File: src/rtl/tls_pkg.sv
// Shared definitions for the traffic-light timer block.
// Contents:
//   tls_state_e    - timer FSM state encoding (short / long / done interval)
//   *_DEF          - default parameter constants used by tls_timer and tls_debounce
package tls_pkg;

  typedef enum logic [1:0] {
    StShort = 2'b00,
    StLong  = 2'b01,
    StDone  = 2'b10
  } tls_state_e;

  localparam int unsigned CLK_DIV_DEF    = 1000;
  localparam int unsigned TS_TICKS_DEF   = 5;
  localparam int unsigned TL_TICKS_DEF   = 25;
  localparam int unsigned DEB_CYCLES_DEF = 16;

endpackage

File: src/rtl/tls_debounce.sv
// Car-sensor conditioning: 2-flop synchroniser followed by a debouncer.
// The debounced output follows the synchronised input only after it has
// disagreed with the output for DEB_CYCLES consecutive clock edges.
// Ports:
//   clk     - clock, rising edge
//   rst     - asynchronous active-high reset
//   car_raw - asynchronous car sensor input
//   c       - synchronised, debounced car-present flag
module tls_debounce
  import tls_pkg::*;
#(
  parameter int unsigned DEB_CYCLES = DEB_CYCLES_DEF
) (
  input  logic clk,
  input  logic rst,
  input  logic car_raw,
  output logic c
);

  localparam int unsigned CntW = (DEB_CYCLES > 1) ? $clog2(DEB_CYCLES) : 1;
  localparam logic [CntW-1:0] DebMax = CntW'(DEB_CYCLES - 1);

  if (DEB_CYCLES == 0) begin : g_param_err
    $error("tls_debounce: DEB_CYCLES must be non-zero");
  end

  logic            meta_q;
  logic            sync_q;
  logic            c_q;
  logic            c_d;
  logic [CntW-1:0] count_q;
  logic [CntW-1:0] count_d;

  always_ff @(posedge clk or posedge rst) begin
    if (rst) begin
      meta_q  <= 1'b0;
      sync_q  <= 1'b0;
      c_q     <= 1'b0;
      count_q <= '0;
    end else begin
      meta_q  <= car_raw;
      sync_q  <= meta_q;
      c_q     <= c_d;
      count_q <= count_d;
    end
  end

  // The count holds the number of edges already seen with sync != c; the edge
  // that would make it DEB_CYCLES commits the new value instead.
  always_comb begin
    c_d     = c_q;
    count_d = count_q;
    if (sync_q == c_q) begin
      count_d = '0;
    end else if (count_q == DebMax) begin
      c_d     = sync_q;
      count_d = '0;
    end else begin
      count_d = count_q + 1'b1;
    end
  end

  assign c = c_q;

endmodule

File: src/rtl/tls_timer.sv
// Traffic-light interval timer with car-sensor conditioning.
// A prescaler divides clk into ticks; an elapsed-tick counter drives a
// three-state FSM (short, long, done). A start request restarts timing.
// Ports:
//   clk     - clock, rising edge
//   rst     - asynchronous active-high reset
//   st      - start-timer request, sampled synchronously
//   car_raw - asynchronous car sensor
//   ts      - short interval elapsed (high in long and done)
//   tl      - long interval elapsed (high in done)
//   c       - synchronised, debounced car-present flag
module tls_timer
  import tls_pkg::*;
#(
  parameter int unsigned CLK_DIV    = CLK_DIV_DEF,
  parameter int unsigned TS_TICKS   = TS_TICKS_DEF,
  parameter int unsigned TL_TICKS   = TL_TICKS_DEF,
  parameter int unsigned DEB_CYCLES = DEB_CYCLES_DEF
) (
  input  logic clk,
  input  logic rst,
  input  logic st,
  input  logic car_raw,
  output logic ts,
  output logic tl,
  output logic c
);

  localparam int unsigned DivW = (CLK_DIV > 1) ? $clog2(CLK_DIV) : 1;
  localparam int unsigned CntW = $clog2(TL_TICKS + 1);
  localparam logic [DivW-1:0] DivMax = DivW'(CLK_DIV - 1);
  localparam logic [CntW-1:0] CntTs  = CntW'(TS_TICKS);
  localparam logic [CntW-1:0] CntTl  = CntW'(TL_TICKS);

  if (TS_TICKS >= TL_TICKS || TS_TICKS == 0 || CLK_DIV == 0) begin : g_param_err
    $error("tls_timer: need 0 < TS_TICKS < TL_TICKS and CLK_DIV > 0");
  end

  tls_state_e      state_q;
  tls_state_e      state_d;
  logic [DivW-1:0] div_q;
  logic [DivW-1:0] div_d;
  logic [CntW-1:0] cnt_q;
  logic [CntW-1:0] cnt_d;
  logic [CntW-1:0] cnt_inc;
  logic            tick;

  // Reset leaves the timer exactly as a start request would, so timing after
  // release matches timing after st.
  always_ff @(posedge clk or posedge rst) begin
    if (rst) begin
      state_q <= StShort;
      div_q   <= '0;
      cnt_q   <= '0;
    end else begin
      state_q <= state_d;
      div_q   <= div_d;
      cnt_q   <= cnt_d;
    end
  end

  always_comb begin
    state_d = state_q;
    div_d   = div_q;
    cnt_d   = cnt_q;
    tick    = 1'b0;
    cnt_inc = cnt_q + 1'b1;
    if (st) begin
      // Restart wins over any coincident tick.
      state_d = StShort;
      div_d   = '0;
      cnt_d   = '0;
    end else begin
      unique case (state_q)
        StShort, StLong: begin
          tick = (div_q == DivMax);
          if (tick) begin
            div_d = '0;
            cnt_d = cnt_inc;
            if (state_q == StShort && cnt_inc == CntTs) begin
              state_d = StLong;
            end
            if (state_q == StLong && cnt_inc == CntTl) begin
              state_d = StDone;
            end
          end else begin
            div_d = div_q + 1'b1;
          end
        end
        StDone: begin
          // Prescaler and counter frozen until the next start.
        end
        default: begin
          state_d = StShort;
          div_d   = '0;
          cnt_d   = '0;
        end
      endcase
    end
  end

  // Outputs decode registered state only; st has no combinational path here.
  assign ts = (state_q == StLong) || (state_q == StDone);
  assign tl = (state_q == StDone);

  tls_debounce #(
    .DEB_CYCLES(DEB_CYCLES)
  ) u_debounce (
    .clk    (clk),
    .rst    (rst),
    .car_raw(car_raw),
    .c      (c)
  );

endmodule

File: config.mk
export PLATFORM = sky130hd
export DESIGN_NAME = tls_timer
export DESIGN_NICKNAME = d
export VERILOG_FILES = /design/src/rtl/tls_pkg.sv /design/src/rtl/tls_debounce.sv /design/src/rtl/tls_timer.sv
export SDC_FILE = /design/constraint.sdc
export NUM_CORES = 1
export LEC_CHECK = 0
export ABC_AREA = 1
export ABC_CLOCK_PERIOD_IN_PS = 2400
export CORE_MARGIN = 1.5
export CORE_UTILIZATION = 50
export DETAILED_ROUTE_END_ITERATION = 6
export PLACE_DENSITY = 0.73
export SLEW_MARGIN = 25
export SYNTH_ARGS = -nofsm -noshare
export SYNTH_HDL_FRONTEND = slang
export SYNTH_SLANG_ARGS = --single-unit
File: constraint.sdc
create_clock -name clk -period 2.4 [get_ports clk]
set_input_delay 0.48 -clock clk [delete_from_list [all_inputs] [get_ports clk]]
set_output_delay 0.48 -clock clk [all_outputs]
set_load 0.05 [all_outputs]
======== Yosys cells after proc, flatten, opt, wreduce, memory -nomap -nowiden ========
Index checks and enable logic that the tools add are counted.
word-level totals
  bits in registers ....................... 24
  bits of input ports ..................... 4
  output and inout bits ................... 3
  logic and storage cells ................. 42
cells by class
  add/subtract/negate cells ............... 3
  eq/ne operators ......................... 10
  multiplexer cells ....................... 13
  bitwise gates (word level) .............. 1
  reductions and logical operators ........ 8
operators by type and width
  cell                                           count
  two-way mux 10 bit                             2
  case mux 10 bit (2 select lines)               1
  adder 10 x 1 -> 10 bit, second input constant  1
  == test 10 bit, second input constant          1
  two-way mux 5 bit                              2
  case mux 5 bit (2 select lines)                1
  two-way mux 2 bit                              4
  two-way mux 4 bit                              2
  adder 5 x 1 -> 5 bit, second input constant    1
  == test 5 x 3 -> 1 bit, second input constant  1
  == test 5 bit, second input constant           1
  adder 4 x 1 -> 4 bit, second input constant    1
  == test 4 bit, second input constant           1
  != test 4 bit, second input constant           1
  case mux 2 bit (2 select lines)                1
  AND reduction 2 bit                            2
  != test 3 bit, second input constant           1
  AND reduction 3 bit                            1
  == test 2 x 1 -> 1 bit, second input constant  1
  == test 2 bit, second input constant           1
  logical AND 1 bit                              2
  zero test 2 bit                                1
  != test 2 bit, second input constant           1
  OR reduction 2 bit                             1
  other kinds (3)                                3

======== Logic depth before layout (Yosys ltp) ========
Gate-level depths: netlist (run 1).
  word-level depth ........................ 8
  mapped depth ............................ 10
  gate-level depth less buffers ........... 10

======== Hierarchy ========
From an unflattened synthesis (run 1), not the netlist that was laid out.
unflattened totals
  cells, all modules ...................... 161
  area total of the unflattened synthesis .. 1,291.2 um^2
by module, submodules not included
  module        times used  cells an instance  area each (um^2)  sequential area each (um^2)
  tls_timer     1           132                1,012.2           425.4
  tls_debounce  1           29                 279.0             175.2

======== Least setup slack after synthesis (run 1) ========
Ideal clock, no wire load.
  path kind ............................... register to register
  from .................................... register state_q[0]
  to ...................................... register div_q[7]
  setup time .............................. 0.088 ns
  arrival time ............................ 1.607 ns
  required time ........................... 2.312 ns
  path slack .............................. 0.705 ns
  stages on the path, launching flop included .. 8
  path buffers ............................ 1
  clock period less this slack ............ 1.695 ns
  path through ............................ dfrtp_1 inv_1 ha_1 nand2_4 inv_2 a21oi_4 buf_6 nor3b_1
on the way
  elaborated cells between the ends (all ways) .. 7
  those cells by class .................... 3 x eq/ne; 2 x mux; 2 x reduce/logical
RTL lines
  item                              line             source
  from (decl)                       tls_timer.sv:39  tls_state_e state_q;
  from (signal assigned)            tls_timer.sv:52  state_q <= StShort;
  from (signal assigned)            tls_timer.sv:56  state_q <= state_d;
  == test 2 bit *                   -
  net tl                            tls_timer.sv:25  output logic tl,
  case mux 10 bit (2 select lines)  tls_timer.sv:74  unique case (state_q)
  two-way mux 10 bit                tls_timer.sv:68  if (st) begin
  to (signal assigned)              tls_timer.sv:57  div_q <= div_d;
  to (decl)                         tls_timer.sv:41  logic [DivW-1:0] div_q;
The timed path passes the listed nets; every way through them passes the cells marked *.
A chain may end at the register's enable or synchronous reset.

======== Worst setup path after layout (run 1) ========
  from .................................... register u_debounce.c_q, in the netlist u_debounce.c
  to ...................................... output port c
RTL lines
  item                    line                source
  from (decl)             tls_debounce.sv:29  logic c_q;
  from (signal assigned)  tls_debounce.sv:38  c_q <= 1'b0;
  from (signal assigned)  tls_debounce.sv:43  c_q <= c_d;
  to (decl)               tls_timer.sv:26     output logic c
No word-level cell between the ends.

==> reports/metrics.yaml, run 1 <==
drtIter0Drc: 31
grt_max_degree: 25
grt_overflow: 0
max_stage_delay_ps: 810
port-buffer-count: 6
hold_slack_ps: 371
grt.total_usage_pct: 16.7
multi_input_area_um2: 661
slew_viol_final: 0
final_antenna_net_count: 0
synth-seq-area-share_pct: 43.9
clk_path_buf_depth: 2
initial_core_util_pct: 54.2
firstDrtPassIters: 4
num_vias: 1060
finalNetCount: 186
cts_tree: "built"
skew_ps: 6.36
synth_area_mm2: 0.00137
async_flop_share_pct: 100
post_cts_buffers: 0
totalWireLength_um: 2280
worst_path_max_delay_cell: "clkdlybuf4s50_1"
critical_path_arrival_ps: 1520
drive_above_1_share_pct: 11.5
synth_top_area_cell: "dfrtp_1"
max_slew_margin_pct: 66.4
crit_family: "buffers and inverters"
cp-end-kind: "output port"
wl_per_cell_um: 11.2
finalPower_mw: 1.11
synth_common_cells: "nand2_1, dfrtp_1, inv_1"
path_cells: "clkdlybuf4s50_1"
ir_worst_vdd_mv: 0.567
die-area_mm2: 0.00306
critical_path_buf_inv_count: 1
synth-main-ff-cell: "dfrtp_1"
finalHoldViolations: 0
grt_pass1_vias: 953
diodes: 0
yosys_register_bits: 24
criticalPathCategory: "register to output port"
hold_buffers: 0
min_period_ps: 2000
maxCapViolCount: 0
syn_inst: 165
clk_pin_slew_ps: 130
antenna_found_initial: 0
p_leak_nw: 0.794
path_max_fanout: 3
clk_latency_ps: 320
htreeDepth: 1
hold_class: "register to register"
die_h_um: 55.3
synth_edf_count: 0
ctsResizeCount: 0
fmax_ghz: 0.499
period_share_pct: 83.5
die_width_um: 55.3
cp.required_ps: 1920
synthTopCellsByArea: "dfrtp_1, nand2_1, ha_1, inv_1, nand3_1"
syn_nets: 176
cts_root_buffer: "clkbuf_4"
power.density_mw_per_mm2: 736
fill_cells: 210
start_kind: "register"
worst_pin_slew_ps: 504
hpwlAfterDp_um: 1750
clock_sinks: 24
num_io_pins: 7
ys_warn_count: 0
grt_pass1_wl_um: 4140
synthDistinctLibCells: 27
post-synth-top-count-cell: "nand2_1"
setup_viol: 0
synth_top_area_share_pct: 43.9
cts_made_buffers: 3
run_status: "complete, no violations"
design.core.area_mm2: 0.00252
viasPerCell: 5.20
routabilityCongestion: 0.899
register_area_um2: 601
avgSynthCellArea_um2: 8.29
drc: 0
syn2layout_area_growth_pct: 10.7
finalSetupTns_ps: 0
rsz0062_at_grt: "no"
row_count: 18
per-stage QoR:
| step | setup slack, ps | util [%] | area [µm²] | cells |
|---|---|---|---|---|
| 2_1_floorplan | 705 | - | 1370 | 165 |
| 3_3_place_gp | 420 | 57.7 | 1460 | 200 |
| 3_5_place_dp | 368 | 57.7 | 1460 | 200 |
| 4_1_cts | 32.8 | 59.8 | 1510 | 204 |
| 5_1_grt | 332 | 60.0 | 1510 | 204 |
| 6_report | 395 | 60.0 | 1510 | 204 |
metal layers:
metal / GRT usage [%] / share of wire, %
met1: 22.8 / 48
met2: 26.2 / 47
met3: 4.45 / 4.4
met4: 4.53 / 0.66
met5: 0 / 0
placed cells by master, fill, tap and decap left out, types with 2 or more instances in the layout:
cell	n
xnor2_1	2
a21oi_1	2
inv_1	22
clkdlybuf4s50_1	4
xor2_1	3
nand4_1	5
dfrtp_1	24
o21ai_0	5
dlymetal6s2s_1	2
nand3_1	16
inv_2	2
nand2_1	38
ha_1	7
clkbuf_4	3
nor2_1	21
o21ai_2	4
flip-flops by register name (all words and copies together), names as in the netlist:
register,flops
u_debounce.count_q,4
div_q,10
state_q,2
u_debounce.sync_q,1
u_debounce.c,1
u_debounce.meta_q,1
cnt_q,5
where the power goes:
group	switching (mW)	internal [mW]	total (mW)	leakage, nW
logic	0.211	0.113	0.325	0.443
registers	0.0491	0.451	0.500	0.323
clock network	0.120	0.169	0.289	0.0279
final timing paths:
path	start	endpoint	slack (ps)	cells past startpoint
min	u_debounce.meta_q$_DFF_PP0_	u_debounce.sync_q$_DFF_PP0_	370	0
max reg2reg	div_q[0]$_DFFE_PP0P_	cnt_q[1]$_DFFE_PP0P_	710	7
min in group asynchronous	rst	cnt_q[4]$_DFFE_PP0P_	480	3
max	u_debounce.c$_DFFE_PP0P_	c	400	1
min reg2reg	u_debounce.meta_q$_DFF_PP0_	u_debounce.sync_q$_DFF_PP0_	370	0
max in group asynchronous	rst	state_q[0]$_DFFE_PP0P_	1680	3
cell families after synthesis:
logic type / count (synthesis) / synth area share [%]
xor+xnor: 5 / 3.20
simple gates: 89 / 31.0
compound gates: 13 / 6.86
buf+inv: 26 / 7.78
fa+ha+maj: 7 / 6.40
mux: 1 / 0.823
flops: 24 / 43.9
cell type report:
| class | instances | share of cell area [%] |
|---|---|---|
| multi-input combinational | 115 | 43.6 |
| sequential | 24 | 39.7 |
| inverter | 24 | 5.95 |
| timing repair buffer | 7 | 4.79 |
| tap | 30 | 2.48 |
| clock inverter | 1 | 1.98 |
| clock buffer | 3 | 1.49 |
No activity file was read; power rests on OpenSTA's default activity.
==> inputs of run 2 (changes only) <==
Settings changed: ABC_CLOCK_PERIOD_IN_PS 2400 to 1850.
Clock period 2.4 ns to 1.85 ns, I/O delays scaled along.
==> run 2 against run 1 <==
Design area grew 3.1%. Global-route usage grew 1.7 points. Combinational power up 54%. Critical path type unchanged. Register-to-register slack worse by 430 ps. Largest cell class unchanged. Utilization increased by 1.9 points. Largest power group unchanged. Sequential power up 32%. Cell count grew 1.5%. Clock-buffer cell count unchanged. Via count grew 6.0%. Sequential share of layout area decreased by 1.2 points. Non-clock buffer count up 3.
==> reports/metrics.yaml, run 2 (synthesis gave the netlist of run 1 again) <==
drc: 0
finalHoldViolations: 0
cp.required_ps: 1480
cts_tree: "built"
wl_per_cell_um: 12.3
totalWireLength_um: 2550
hpwlAfterDp_um: 1960
initial_core_util_pct: 54.2
grt.total_usage_pct: 18.4
ctsResizeCount: 0
clk_pin_slew_ps: 130
design.core.area_mm2: 0.00252
viasPerCell: 5.43
grt_overflow: 0
hold_class: "register to register"
diodes: 0
max_stage_delay_ps: 420
period_share_pct: 90.9
antenna_found_initial: 0
fmax_ghz: 0.595
num_io_pins: 7
die-area_mm2: 0.00306
clk_path_buf_depth: 2
htreeDepth: 1
intPower_mw: 1.02
path_cells: "inv_1, ha_1, buf_12"
finalSetupTns_ps: 0
dp_slack_ps: 87.6
power.density_mw_per_mm2: 978
reg_top3: "div_q (10), cnt_q (5), u_debounce.count_q (4)"
grt_pass1_wl_um: 4490
grt_max_degree: 25
run_status: "complete, no violations"
cts_made_buffers: 3
largest_register_ffs: 10
final_antenna_net_count: 0
die_h_um: 55.3
netSwitchingPower_uw: 511
startpoint: "state_q[0]$_DFFE_PP0P_"
post_cts_buffers: 0
setup_viol: 0
skew_ps: 4.98
worst_pin_slew_ps: 301
seqPwrFrac_pct: 43.1
final_cell_mix: "nand2_1, dfrtp_1, inv_1"
finalNetCount: 189
min_period_ps: 1680
row_count: 18
critical_path_arrival_ps: 1310
clock_sinks: 24
criticalPathCategory: "register to output port"
rsz0062_at_grt: "no"
routabilityCongestion: 0.896
num_vias: 1124
maxCapViolCount: 0
cts_root_buffer: "clkbuf_4"
syn2layout_area_growth_pct: 14.2
hold_buffers: 0
drtIter0Drc: 68
worst_path_max_delay_cell: "dfrtp_1"
largest_register: "div_q"
slew_viol_final: 0
max_slew_margin_pct: 79.9
cp-end-kind: "output port"
firstDrtPassIters: 4
port-buffer-count: 6
rr_startpoint: "state_q[0]$_DFFE_PP0P_"
pwr-share-comb_pct: 32.7
clkPwrFrac_pct: 24.2
final_cell_area_mm2: 0.00156
drive_above_1_share_pct: 14.7
clk_latency_ps: 310
layout_commonest_cell: "nand2_1"
finalPower_mw: 1.53
path_max_fanout: 3
layout_setup_ws_ps: 169
ir_worst_vdd_mv: 0.698
p_leak_nw: 0.788
switching_share_pct: 33.5
die_width_um: 55.3
dpl_cell_area_mm2: 0.00151
grt_pass1_vias: 1102
start_kind: "register"
hp-start: "u_debounce.meta_q$_DFF_PP0_"
==> run 2: cell count changes in the layout (fill, tap and decap cells not counted) <==
cell,before,now
buf_12,0,3
clkdlybuf4s50_1,4,3
dlymetal6s2s_1,2,0
buf_4,1,4
==> run 2: cell type report <==
| class | instances | area (µm²) |
|---|---|---|
| Fill cell | 206 | 961 |
| Multi-Input combinational cell | 115 | 661 |
| Sequential cell | 24 | 601 |
| Timing Repair Buffer | 10 | 120 |
| Inverter | 24 | 90.1 |
| Tap cell | 30 | 37.5 |
| Clock inverter | 1 | 30.0 |
| Clock buffer | 3 | 22.5 |
==> run 2: critical path, delay by kind of cell, from the launching register on <==
family | cells | cell delay, ps
flip-flops | 1 | 420
buffers and inverters | 2 | 240
adder cells (fa/ha/maj) | 1 | 340
==> run 2: power groups by stage <==
stage	clock [mW]	combinational, mW	sequential [mW]
after global routing	0.401	0.564	0.668
after CTS	0.388	0.504	0.655
final	0.369	0.500	0.658
after floorplan	0	0.361	0.637
after global placement	0	0.488	0.658
after detailed placement	0	0.502	0.664
==> run 2: stage by stage <==
step / utilization (%) / std cells / hold slack, ps
floorplan: - / 165 / 331
global placement: 59.8 / 203 / 345
detailed placement: 59.8 / 203 / 338
CTS: 61.9 / 207 / 379
global route: 61.9 / 207 / 393
finish: 61.9 / 207 / 374
==> run 2: per-layer routing <==
metal / GRT usage (%) / part of all wire [%] / wire, µm
met5: 0 / 0 / 0
met4: 6.62 / 2.5 / 65
met3: 4.92 / 4.6 / 117
met2: 32.8 / 51 / 1310
met1: 20.9 / 42 / 1070
==> run 2: worst paths after layout <==
path | end | slack, ps | depth (start not counted)
worst max-delay path | ts | 170 | 3
worst min-delay path | u_debounce.sync_q$_DFF_PP0_ | 370 | 0
worst max register to register | state_q[1]$_DFFE_PP0P_ | 280 | 9
worst min register to register | u_debounce.sync_q$_DFF_PP0_ | 370 | 0
max in group asynchronous | state_q[1]$_DFFE_PP0P_ | 1220 | 3
min in group asynchronous | cnt_q[4]$_DFFE_PP0P_ | 390 | 3
==> variant 1 (settings of run 1) <==
The 3 states of `tls_state_e` get a one-hot encoding in 3 bits.
--- a/src/rtl/tls_pkg.sv
+++ b/src/rtl/tls_pkg.sv
@@ -5,8 +5,8 @@
 package tls_pkg;
 
-  typedef enum logic [1:0] {
-    StShort = 2'b00,
-    StLong  = 2'b01,
-    StDone  = 2'b10
+  typedef enum logic [2:0] {
+    StShort = 3'b001,
+    StLong  = 3'b010,
+    StDone  = 3'b100
   } tls_state_e;
 
Check against the original RTL: same outputs for any inputs over 10 cycles, from zero or initial values and one cycle with rst high; not proved beyond that.
==> variant 1 against run 1 <==
- critical path depth grew 4
- maximum frequency fell by 12%
- worst setup slack lost 0.27 ns
- power down 12%
- via count is 0.66% higher
- design area is 3.4% lower
- sequential cell count grew 1
- sequential power up 3%
- global-route usage increased by 2.0 points
- routed wire length fell by 0.39%
- count of clock-buffer cells in the layout rose by 1
- synthesized area down 2.3%
- highest routed layer unchanged
==> variant 1: results (changes against run 1) <==
holdWs_ns: 0.366  # -0.00500 ns
wl_met1_um: 1060  # -3.5%
yosysTopAreaCellShare_pct: 44.9  # +1.0 points
nets: 182  # -2.2%
timing.rr.end: "cnt_q[3]"
seq_share_pct: 42.9  # +3.2 points
p_leak_nw: 0.709  # -11%
clkCellAreaFrac_pct: 1.80  # -1.7 points
place_area_sq_um: 1440  # -1.3%
seq_cells: 25  # +4.2%
slowest_delay_ns: 0.58  # -0.23 ns
ys_seq_area_share_pct: 46.9  # +3.0 points
seq_cell_power_mw: 0.516  # +3%
syn_area_per_cell_sq_um: 8.20  # -1.1%
grt_pass1_vias: 1001  # +5.0%
synth_compound_area_share_pct: 8.43  # +1.6 points
netlist_instances: 163  # -1.2%
totalWireLength_um: 2270  # -0.39%
skew_ns: 0.00501  # -0.00135 ns
grt_max_degree: 14  # -44%
nonClkBufAreaFrac_pct: 5.56  # +0.77 points
syn_nets: 171  # -2.8%
via_per_inst: 5.26  # +1.2%
finalCritPeriodShare_pct: 94.7  # +11 points
synthDistinctLibCells: 29  # +7.4%
status: "completed"
drive_gt1_share_pct: 10.4  # -1.1 points
synth_fa_ha_area_share_pct: 3.75  # -2.7 points
use_met2_pct: 34.5  # +8.3 points
met3_length_um: 37  # -63%
nFillCells: 226  # +7.6%
relSlewSlack_pct: 67.0  # +0.62 points
path_max_fanout: 4  # +1
insertion_delay_ns: 0.30  # -0.02 ns
dp_hpwl_um: 1780  # +1.8%
buffers_excl_clock: 9  # +2
met1_usage_pct: 21.6  # -1.3 points
met3_usage_pct: 2.46  # -2.0 points
grt_pass1_wl_um: 4000  # -3.5%
max-vdd-ir-drop_mv: 0.337  # -40%
synth-xor-area-share_pct: 2.62  # -0.58 points
combPwrFrac_pct: 29.2  # about the same
multi_input_area_share_pct: 40.7  # -2.9 points
p_int_mw: 0.639  # -13%
[variant 1: changes by cell type in the layout (fill, tap and decap cells not counted), moves of 2 or more]
cell / run 1 / this run
nor2_1: 21 / 18
o21ai_2: 4 / 0
nand3_1: 16 / 13
nand4_1: 5 / 7
ha_1: 7 / 4
dlymetal6s2s_1: 2 / 0
a21oi_1: 2 / 9
nand2_1: 38 / 34
inv_4: 0 / 2
buf_4: 1 / 3
o22ai_1: 0 / 4
[variant 1: how the worst max path moves through the flow]
stage | from | end | cells after the start
finish | state_q[0] | ts | 5
global route | state_q[0] | ts | 5
CTS | state_q[0] | ts | 5
detailed placement | state_q[0] | ts | 5
global placement | state_q[0] | ts | 5
floorplan | state_q[1] | ts | 2
[variant 1: cells by family after synthesis]
logic type | count (synthesis)
simple gates | 82
buf+inv | 27
flops | 25
compound gates | 20
xor+xnor | 4
fa+ha+maj | 4
mux | 1
==> variant 2 (settings of run 1) <==
Without the edit above. The package constant `CLK_DIV_DEF` goes from 1000 to 4000.
--- a/src/rtl/tls_pkg.sv
+++ b/src/rtl/tls_pkg.sv
@@ -11,5 +11,5 @@
   } tls_state_e;
 
-  localparam int unsigned CLK_DIV_DEF    = 1000;
+  localparam int unsigned CLK_DIV_DEF    = 4000;
   localparam int unsigned TS_TICKS_DEF   = 5;
   localparam int unsigned TL_TICKS_DEF   = 25;
Function: no difference found for any inputs over 10 cycles, from zero or initial values and one cycle with rst high; that may be too few to reach the edited logic, so the function may still have changed.
==> variant 2 against run 1 <==
- worst setup slack got worse by 0.31 ns
- sequential cell count rose by 2
- cell count rose by 9.8%
- critical path depth rose by 2
- routed wire length rose by 19%
- design area rose by 8.8%
- synthesized area rose by 9.1%
- power rose by 9.5%
==> variant 2: results (changes against run 1) <==
syn_nets: 194  # +10%
dp_hpwl_um: 2070  # +19%
skew_ns: 0.00575  # -0.000613 ns
arrival_ns: 1.83  # +0.31 ns
place.gp.congestion: 0.879  # -2.2%
status: "completed"
r2r_slack_ns: 0.78  # +0.07 ns
drive_gt1_share_pct: 12.4  # +0.94 points
grt_max_degree: 21  # -16%
grt_pass1_wl_um: 4680  # +13%
cts_buffers: 3  # unchanged
p_leak_nw: 0.799  # +0.63%
hold_class: "primary input to async pin"
nets: 205  # +10%
drtIter0Drc: 41  # +32%
vias: 1194  # +13%
max-vdd-ir-drop_mv: 0.503  # -11%
holdWs_ns: 0.355  # -0.0167 ns
ys_seq_area_share_pct: 43.6  # -0.33 points
via_per_inst: 5.33  # +2.6%
top_regs: "div_q (12), cnt_q (5), u_debounce.count_q (4)"
synthDistinctLibCells: 26  # -3.7%
synthTopCellsByCount: "nand2_1 (48), dfrtp_1 (26), inv_1 (23)"
syn_area_per_cell_sq_um: 8.16  # -1.6%
ys_top_cells_by_area: "dfrtp_1 (44%), nand2_1 (12%), nand3_1 (6.7%)"
grt_util_all_layers_pct: 17.7  # +1.0 points
tightest_slew_ns: 0.490  # -0.0138 ns
==> variant 2: cell types whose count changed in the layout (fill, tap and decap cells not counted), sizes merged, moves of 2 or more <==
cell / before / now
nor2: 23 / 18
o21ai: 9 / 12
dfrtp: 24 / 26
dlymetal6s2s: 2 / 0
nand3: 16 / 21
inv: 24 / 26
clkdlybuf4s50: 4 / 6
nand2: 40 / 52
==> variant 2: final cells by class <==
class | count | area (sq um)
fill | 244 | 1160
clock inverter | 1 | 30.0
tap | 31 | 38.8
timing repair buffer | 7 | 67.6
multi-input combinational | 129 | 723
clock buffer | 3 | 22.5
sequential | 26 | 651
inverter | 27 | 114
==> variant 2: metal layers <==
metal	wire length [um]	vias to the layer above	track usage, %
met1	1250	555	23.4
met2	1330	34	30.7
met3	110	4	2.01
li1	-	601	-
met5	0	-	0
met4	30	0	5.32
==> variant 2: power breakdown <==
group	total [mW]	internal [mW]	switching, mW	leakage [nW]
Sequential	0.561	0.495	0.0666	0.350
Combinational	0.361	0.133	0.228	0.421
Clock	0.297	0.169	0.129	0.0279
==> variant 2: critical path, stage by stage, from the launching register on <==
cell and delay, ns:
dfrtp_1 0.38, inv_1 0.08, ha_1 0.27, clkdlybuf4s50_1 0.79
==> variant 2: logic make-up after synthesis <==
family | count (synthesis) | share of synthesized area, %
AO/OA/AOI/OAI | 16 | 6.71
XOR/XNOR | 6 | 3.52
adder cells (fa/ha/maj) | 7 | 5.87
buffers and inverters | 28 | 7.96
flip-flops | 26 | 43.6
multiplexers | 1 | 0.754
AND/OR/NAND/NOR | 99 | 31.6
==> variant 2: metrics by stage <==
| stage | util [%] | setup slack [ns] | cell area (sq um) |
|---|---|---|---|
| 6_report | 58.7 | 0.0853 | 1650 |
| 5_1_grt | 58.7 | 0.0135 | 1650 |
| 4_1_cts | 58.7 | 0.0661 | 1650 |
| 3_5_place_dp | 56.8 | 0.444 | 1590 |
| 3_3_place_gp | 56.8 | 0.442 | 1590 |
| 2_1_floorplan | - | 0.552 | 1490 |
==> variant 2: worst paths after layout <==
check | end | depth (start not counted)
worst max-delay path | ts | 3
worst min-delay path | u_debounce.c | 2
worst max register to register | cnt_q[1] | 11
worst min register to register | u_debounce.sync_q | 0
max in group asynchronous | div_q[0] | 3
min in group clk | u_debounce.sync_q | 0
